--- src/rtl/traffic_light_ctrl.sv ---
// Two-road (NS/EW) traffic-light sequencer advanced by a one-cycle tick enable.
// Optional night flashing mode is compiled in with `define NIGHT_MODE_EN.
module traffic_light_ctrl #(
  parameter int T_GREEN_NS = 25,
  parameter int T_GREEN_EW = 20,
  parameter int T_YELLOW   = 3,
  parameter int T_ALLRED   = 2,
  parameter int CNT_W      = 7
) (
  input  logic             clk,
  input  logic             reset_n,
  input  logic             tick,
  input  logic             hold,
  input  logic             night,
  output logic [2:0]       ns_light,
  output logic [2:0]       ew_light,
  output logic [CNT_W-1:0] countdown,
  output logic [2:0]       phase
);

  typedef enum logic [2:0] {
    ST_AR_NS = 3'd0,
    ST_NS_G  = 3'd1,
    ST_NS_Y  = 3'd2,
    ST_AR_EW = 3'd3,
    ST_EW_G  = 3'd4,
    ST_EW_Y  = 3'd5,
    ST_FLASH = 3'd6
  } state_e;

  localparam logic [2:0] L_RED = 3'b100;
  localparam logic [2:0] L_YEL = 3'b010;
  localparam logic [2:0] L_GRN = 3'b001;

  logic [2:0]       r_state;
  logic [CNT_W-1:0] r_cnt;
  logic [2:0]       r_ns;
  logic [2:0]       r_ew;
  logic [2:0]       w_next;
  logic             w_qual;
  logic             w_legal;

  function automatic logic [2:0] f_next(input logic [2:0] s);
    case (s)
      ST_AR_NS: f_next = ST_NS_G;
      ST_NS_G:  f_next = ST_NS_Y;
      ST_NS_Y:  f_next = ST_AR_EW;
      ST_AR_EW: f_next = ST_EW_G;
      ST_EW_G:  f_next = ST_EW_Y;
      default:  f_next = ST_AR_NS;
    endcase
  endfunction

  function automatic logic [CNT_W-1:0] f_dur(input logic [2:0] s);
    case (s)
      ST_NS_G:          f_dur = CNT_W'(T_GREEN_NS);
      ST_EW_G:          f_dur = CNT_W'(T_GREEN_EW);
      ST_NS_Y, ST_EW_Y: f_dur = CNT_W'(T_YELLOW);
      default:          f_dur = CNT_W'(T_ALLRED);
    endcase
  endfunction

  function automatic logic [2:0] f_ns(input logic [2:0] s);
    case (s)
      ST_NS_G: f_ns = L_GRN;
      ST_NS_Y: f_ns = L_YEL;
      default: f_ns = L_RED;
    endcase
  endfunction

  function automatic logic [2:0] f_ew(input logic [2:0] s);
    case (s)
      ST_EW_G: f_ew = L_GRN;
      ST_EW_Y: f_ew = L_YEL;
      default: f_ew = L_RED;
    endcase
  endfunction

  assign w_next  = f_next(r_state);
  assign w_qual  = tick & ~hold;
  assign w_legal = (r_state <= 3'(ST_EW_Y));

`ifndef NIGHT_MODE_EN
  logic w_unused_night;
  assign w_unused_night = night;
`endif

  always_ff @(posedge clk or negedge reset_n) begin
    if (!reset_n) begin
      r_state <= ST_AR_NS;
      r_cnt   <= CNT_W'(T_ALLRED);
      r_ns    <= L_RED;
      r_ew    <= L_RED;
    end else if (w_legal) begin
      if (w_qual) begin
`ifdef NIGHT_MODE_EN
        if (night) begin
          r_state <= ST_FLASH;
          r_cnt   <= '0;
          r_ns    <= L_YEL;
          r_ew    <= L_YEL;
        end else
`endif
        if (r_cnt > CNT_W'(1)) begin
          r_cnt <= r_cnt - CNT_W'(1);
        end else begin
          // Phase boundary: next state, its duration and lamps load together.
          r_state <= w_next;
          r_cnt   <= f_dur(w_next);
          r_ns    <= f_ns(w_next);
          r_ew    <= f_ew(w_next);
        end
      end
`ifdef NIGHT_MODE_EN
    end else if (r_state == 3'(ST_FLASH)) begin
      if (w_qual) begin
        if (night) begin
          r_ns <= r_ns ^ L_YEL;
          r_ew <= r_ew ^ L_YEL;
        end else begin
          r_state <= ST_AR_NS;
          r_cnt   <= CNT_W'(T_ALLRED);
          r_ns    <= L_RED;
          r_ew    <= L_RED;
        end
      end
`endif
    end else begin
      // Unreachable encoding: fall back to the all-red start regardless of tick.
      r_state <= ST_AR_NS;
      r_cnt   <= CNT_W'(T_ALLRED);
      r_ns    <= L_RED;
      r_ew    <= L_RED;
    end
  end

  assign ns_light  = r_ns;
  assign ew_light  = r_ew;
  assign countdown = r_cnt;
  assign phase     = r_state;

endmodule
--- config.mk ---
export PLATFORM = sky130hd
export DESIGN_NAME = traffic_light_ctrl
export DESIGN_NICKNAME = d
export VERILOG_FILES = /design/src/rtl/traffic_light_ctrl.sv
export SDC_FILE = /design/constraint.sdc
export NUM_CORES = 1
export LEC_CHECK = 0
export BUFFER_PORTS_ARGS = -buffer_cell sky130_fd_sc_hd__buf_2
export CAP_MARGIN = 10
export CORE_MARGIN = 3
export CORE_UTILIZATION = 55
export CTS_CLUSTER_DIAMETER = 100
export CTS_CLUSTER_SIZE = 25
export DETAILED_ROUTE_END_ITERATION = 10
export MAX_ROUTING_LAYER = met4
export PLACE_DENSITY = 0.82
export RECOVER_POWER = 25
export SYNTH_ARGS = -nofsm -noshare
export SYNTH_HDL_FRONTEND = slang
export SYNTH_SLANG_ARGS = --single-unit
--- constraint.sdc ---
create_clock -name clk -period 3.05 [get_ports clk]
set_input_delay 0 -clock clk [delete_from_list [all_inputs] [get_ports clk]]
set_output_delay 0 -clock clk [all_outputs]
set_load 0.01 [all_outputs]
# Yosys cells after proc, flatten, opt, wreduce, memory -nomap -nowiden
# Cells that the tools add are included.
# classes
n_addsub,1
order_cmp,2
eq_ne,10
mux,16
bitwise,2
reduce_logical,3
# ops
cell,n
two-way mux 3 bit,9
two-way mux 7 bit,3
one-hot mux 3 bit (5 select lines),1
one-hot mux 5 bit (3 select lines),1
one-hot mux 3 bit (2 select lines),2
== test 3 x 2 -> 1 bit (second input constant),3
== test 3 bit (second input constant),3
> comparator 7 x 1 -> 1 bit (second input constant),1
subtractor 7 x 1 -> 7 bit (second input constant),1
== test 3 x 1 -> 1 bit (second input constant),2
inequality test 2 bit (second input constant),2
<= comparator 3 bit (second input constant),1
logical NOT 3 bit,1
AND reduction 2 bit,1
OR reduction 2 bit,1
AND 1 bit,1
NOT 1 bit,1
# totals
regBits,16
inputBits,5
output_inout_bits,16
elab_cells,38

# Logic depth before layout (Yosys ltp)
# Gate-level depths: netlist of run 1.
# logic_depth
ltp_word,8
ltp_mapped,7
ltp_nobuf,6

# Worst setup path after synthesis of run 1
# OpenSTA, ideal clock, no wires.
# synth_path
path_type,reg2reg
start,"register r_cnt[4], in the netlist countdown[4]"
end,"register r_cnt[4], in the netlist countdown[4]"
arrival_ns,1.763
required_ns,2.926
path_slack_ns,1.163
stages_incl_launch_ff,7
period_less_slack_ns,1.887
path_cell_list,dfrtp_1 -> or4_4 -> buf_6 -> o41ai_4 -> buf_6 -> nor2_2 -> a211o_1
# synth_between
elab_chain_cells,4
elab_cells_between_ends,5
classes_between,1 x add/sub; 1 x order compare; 3 x mux
# synth_lines
item,line_no,rtl
from (decl),36,logic [CNT_W-1:0] r_cnt;
from (signal assigned),91,r_cnt <= CNT_W'(T_ALLRED);
from (signal assigned),105,r_cnt <= r_cnt - CNT_W'(1);
from (signal assigned),109,r_cnt <= f_dur(w_next);
subtractor 7 x 1 -> 7 bit / > comparator 7 x 1 -> 1 bit (equally long branches),"105, 104",
two-way mux 7 bit *,104,if (r_cnt > CNT_W'(1)) begin
two-way mux 7 bit *,95,if (w_qual) begin
two-way mux 7 bit *,94,end else if (w_legal) begin
# Mark *: on every way between the ends. The rest lies on a longest branch, timed or not. The select of a mux whose other input is x is not followed.
# A chain may end at the register's enable or synchronous reset.

# Final worst setup path of run 1
# layout_path
start,"register r_cnt[3], in the netlist countdown[3]"
end,"register r_ew[1], in the netlist ew_light[1]"
# layout_between
elab_chain_cells,3
# layout_lines
item,line_no,rtl
> comparator 7 x 1 -> 1 bit,104,
inequality test 2 bit (no source line),n/a,
AND reduction 2 bit (no source line),n/a,
to (signal assigned),111,r_ew <= f_ew(w_next);
to (decl),38,logic [2:0] r_ew;
# No other way between the ends.

==> impl_metrics.yaml, run 1 <==
timing:
  maxSlewViolCount: 0
  period_share_pct: 69.5
  setup_viol: 0
  worst_pin_slew_ns: 0.856
  setup_tns_ns: 0
  fmax_ghz: 0.472
  hold_viol: 0
  relSlewSlack_pct: 42.9
  rsz0062_at_grt: "no"
  post-route-min-period_ns: 2.12
  finClkSkew_ns: 0.00254
synthesis:
  synthesis.nets: 103
  synth_ff_type: "dfrtp_1"
  yosysWarnings: 0
  synth.avg_cell_area_um2: 9.93
  synthCells: 96
  synth_cell_type_count: 39
  syn_area_um2: 953
  ys_seq_area_share_pct: 42.4
  synth_edf_count: 0
  async_reset_ff_share_pct: 100
  ys_ff_latch: 16
floorplan:
  initial_core_util_pct: 60.5
  rows: 14
  die_w_um: 47.6
  ioPinCount: 21
  die_area_um2: 2270
  core_um2: 1580
  die_y_um: 47.6
grt:
  grt_max_degree: 17
  globalRouteOverflowTotal: 0
  antenna_found_initial: 0
  grt_pass1_wl_mm: 3.07
  grt_pass1_vias: 671
  grt.total_usage_pct: 20.2
job:
  maxCapViolCount: 0
setup_path:
  cp-end-kind: "flop"
  critPathRequiredTime_ns: 3.23
  cp_max_fo: 11
  critPathLaunchType: "flop"
  worst-setup-path-type: "flop to flop"
  worstPathArrival_ns: 2.30
  ff2ff_setup_slack_ns: 0.93
power_and_ir_drop:
  clockPowerShare_pct: 11.5
  switchingPower_w: 0.000458
  power_w: 0.00102
  p_int_w: 0.000564
  seq_power_share_pct: 41.7
  p_per_area_nw_per_um2: 963
  power_leakage_nw: 0.502
  switching_share_pct: 44.8
  comb_power_share_pct: 46.9
  ir_drop_mv: 0.548
finish:
  syn2layout_area_growth_pct: 11.3
  mostFrequentLayoutCell: "buf_2"
  final_area_um2: 1060
  layout-drive-gt1-share_pct: 29.2
  antenna_cells: 0
  stdcell_count: 129
  nets: 121
  final_cell_mix: "buf_2 (18), dfrtp_1 (13), nor2_1 (9), inv_1 (7), o21ai_0 (6)"
min_path:
  hold_path.class: "input pin to flop"
routing:
  drt_first_pass_iters: 4
  drt-total-wl_mm: 1.86
  post_drt_via_cell_ratio: 5.98
  drc: 0
  routedWlPerCell_um: 14.4
  antenna_left: 0
  drtIter0Drc: 17
  num_vias: 771
placement:
  gp_congestion: 0.829
  port_buffers: 19
  dp_hpwl_mm: 1.35
  placed_cells: 124
  placed_cell_area_um2: 1030
clock_network:
  cts_buffers: 3
  cts.path.max_buffers: 2
  post_cts_buffers: 0
  htree_levels: 1
  clockRootBuffer: "clkbuf_4"
  clk_latency_ns: 0.28
  clkSlewWorstSetupHoldPaths_ns: 0.09
  cts_tree: "yes"
  cts_sinks: 16
outcome:
  status: "completed"
==> repair_timing <==
| action | in CTS | in global routing |
|---|---|---|
| endpoints found under the hold margin | 16 | 0 |
| gates resized for setup | 0 | 0 |
| hold buffers | 1 | 0 |
==> cell families (layout without fill, tap and decap cells) <==
group           Yosys count  in the layout  synth area share, %
compound gates           22             22                 18.9
buf+inv                  14             31                 7.22
fa+ha+maj                 2              2                 2.62
simple gates             35             35                 21.7
flops                    16             16                 42.4
mux                       5              5                 5.38
xor+xnor                  2              2                 1.84
==> power by group through the flow <==
stage | Combinational, W | Sequential [W] | Clock (W)
6_report | 0.000479 | 0.000426 | 0.000117
5_1_grt | 0.000532 | 0.000445 | 0.000128
4_1_cts | 0.000483 | 0.000425 | 0.000118
3_5_place_dp | 0.000478 | 0.000429 | 0
3_3_place_gp | 0.000464 | 0.000423 | 0
2_1_floorplan | 0.000359 | 0.000418 | 0
==> path summary, 6_finish.rpt <==
path                                   start           end  depth (start not counted)
worst max-delay path            countdown[3]   ew_light[1]                          3
worst min-delay path                    hold  countdown[0]                          4
worst max register to register  countdown[3]   ew_light[1]                          3
worst min register to register   ns_light[2]   ns_light[2]                          2
max in group asynchronous            reset_n   ew_light[1]                          2
min in group asynchronous            reset_n      phase[1]                          2
==> metrics by stage <==
step                      setup WS, ns  hold WS, ns  util (%)
after floorplan                   1.16       -0.296         -
after global placement           0.947      -0.0763      65.1
after detailed placement         0.925      -0.0675      65.1
after CTS                        0.905       0.0406      67.4
after global routing             0.845       0.0871      67.3
final                            0.930       0.0466      67.3
==> critical path, cell delays in order (launching register included) <==
cell and delay (ns):
dfrtp_1 0.44, or4_4 0.61, o41ai_4 0.55, mux2_2 0.40
==> synthesized netlist by cell type (all sizes together) (3+ instances only) <==
| cell | instances | area (µm²) |
|---|---|---|
| dfrtp | 13 | 325 |
| nor2 | 10 | 40.0 |
| inv | 7 | 26.3 |
| o21ai | 6 | 30.0 |
| nand2 | 5 | 18.8 |
| clkbuf | 4 | 15.0 |
| mux2i | 4 | 40.0 |
| a21oi | 3 | 15.0 |
| buf | 3 | 27.5 |
| dfstp | 3 | 78.8 |
| nand2b | 3 | 18.8 |
| nor3 | 3 | 15.0 |
| nor4 | 3 | 33.8 |
| o41ai | 3 | 52.6 |
==> layer usage <==
layer	part of all wire [%]	routed length [µm]	GRT usage [%]
met5	0	0	-
met4	1.3	24	9.68
met1	49	913	26.3
met2	44	821	29.9
met3	5.3	98	4.14
==> cell type report <==
cell class | instances | area [µm²]
timing repair buffer | 20 | 104
inverter | 7 | 26.3
multi-input combinational | 66 | 480
tap | 16 | 20.0
clock buffer | 4 | 26.3
sequential | 16 | 404
fill | 131 | 515
==> registers in the layout (all words and copies together) (netlist names) <==
name	cells
countdown	7
phase	3
ns_light	3
ew_light	3
No activity file was read; power rests on OpenSTA's default activity.
==> run 2: changes to the inputs <==
- CORE_UTILIZATION: 55 -> 47
- PLACE_DENSITY: 0.82 -> 0.74
- clock period: 3.05 -> 1.9 ns (I/O delays scaled with it)
==> impl_metrics.yaml, run 2 (synthesized netlist as in run 1, its figures left out) <==
outcome:
  status: "completed"
placement:
  gp_congestion: 0.833
  port_buffers: 19
  dp_hpwl_mm: 1.54
  pre_cts_ws_ns: 0.0560
timing:
  fin_ws_ns: 0.0291
  rsz0062_at_grt: "yes"
  fmax_ghz: 0.535
  hold_slack_ns: 0.0698
  finClkSkew_ns: 0.00345
  hold_viol: 0
  setup_viol: 0
  worst_pin_slew_ns: 0.869
  relSlewSlack_pct: 42.1
  maxSlewViolCount: 0
  post-route-min-period_ns: 1.87
  period_share_pct: 98.5
grt:
  grt_max_degree: 17
  globalRouteOverflowTotal: 0
  grt.total_usage_pct: 18.2
  grt_pass1_vias: 766
  antenna_found_initial: 0
  grt_pass1_wl_mm: 3.48
clock_network:
  cts_tree: "yes"
  clockRootBuffer: "clkbuf_4"
  cts_sinks: 16
  cts_buffers: 3
  clk_latency_ns: 0.29
  cts.path.max_buffers: 2
  clkSlewWorstSetupHoldPaths_ns: 0.10
  htree_levels: 1
power_and_ir_drop:
  ir_drop_mv: 0.855
  power_leakage_nw: 0.553
  p_per_area_nw_per_um2: 1560
  power_w: 0.00179
routing:
  drt-total-wl_mm: 2.03
  routedWlPerCell_um: 13.9
  post_drt_via_cell_ratio: 5.54
  drc: 0
  drtIter0Drc: 6
  antenna_left: 0
  num_vias: 809
  drt_first_pass_iters: 4
floorplan:
  die_area_um2: 2610
  die_w_um: 51.0
  initial_core_util_pct: 52.4
  ioPinCount: 21
  die_y_um: 51.0
  rows: 15
  core_um2: 1820
setup_path:
  worstPathArrival_ns: 2.05
  worst-setup-path-type: "flop to flop"
  critPathRequiredTime_ns: 2.08
  cp_max_fo: 7
  cp-end-kind: "flop"
  critPathLaunchType: "flop"
finish:
  largest_reg_flops: 7
  layout-drive-gt1-share_pct: 35.5
  filler_cell_count: 168
  syn2layout_area_growth_pct: 20.9
  nets: 129
  antenna_cells: 0
  final_cell_mix: "buf_2 (18), dfrtp_1 (13), nor2_1 (9), buf_4 (8), inv_1 (7)"
  mostFrequentLayoutCell: "buf_2"
min_path:
  hold_path.class: "input pin to flop"
job:
  maxCapViolCount: 0
## run 2: cell count changes in the layout (fill, tap and decap cells not counted)
cell,change
o21ba_4,+1
o311ai_0,-1
o21ai_0,-1
or4b_1,-1
o21ba_2,-1
o311ai_1,+1
clkbuf_1,-1
or4b_4,+1
buf_4,+8
o21ai_1,+1
clkbuf_8,+1
## run 2: worst max-delay path, cell delays in order (launching register included)
cell and delay (ns):
dfrtp_1 0.39, or4_4 0.61, o41ai_4 0.38, mux2_2 0.39
## run 2: routing by layer
metal | global-route usage, % | routed length (µm) | vias to the layer above
met2 | 27.9 | 1010 | 21
met1 | 23.3 | 892 | 390
li1 | - | - | 394
met4 | 10.3 | 34 | 0
met3 | 2.04 | 99 | 4
met5 | - | 0 | -
## run 2: final cells by class
cell class,count,area [µm²],share of cell area (%)
clock buffers,4,36.3,3.15
inverters,7,26.3,2.28
multi-input cells,66,490,42.6
flip-flops and latches,16,404,35.1
repair buffers,28,164,14.2
well taps,25,31.3,2.71
## run 2: final timing paths
| kind | start | to | slack (ns) | cells after the start |
|---|---|---|---|---|
| min in group asynchronous | reset_n | phase[1] | 0.33 | 2 |
| setup / recovery | countdown[4] | ew_light[1] | 0.03 | 3 |
| setup reg to reg | countdown[4] | ew_light[1] | 0.03 | 3 |
| max in group asynchronous | reset_n | countdown[6] | 1.03 | 2 |
| hold / removal | hold | countdown[0] | 0.07 | 4 |
| hold reg to reg | ew_light[2] | ew_light[2] | 0.51 | 2 |
## run 2: power breakdown
group	internal, W	total [W]	switching [W]
Sequential	0.000493	0.000650	0.000157
Clock	0.000117	0.000226	0.000109
Combinational	0.000423	0.000918	0.000496
Total	0.00103	0.00179	0.000762
## run 2: metrics by stage
step	instance area (µm²)	utilization [%]	instances	TNS, ns
after floorplan	953	-	96	0
after global placement	1090	59.9	140	0
after detailed placement	1090	59.9	140	0
after CTS	1140	62.4	145	0
after global routing	1150	63.3	146	-0.0130
final	1150	63.3	146	0
## run 2: timing repair
| item | in CTS | in global routing |
|---|---|---|
| setup buffers | 0 | 1 |
| endpoints found under the setup margin | 0 | 5 |
| hold endpoints to repair | 16 | 0 |
| hold buffers | 1 | 0 |
| gates resized for setup | 0 | 4 |
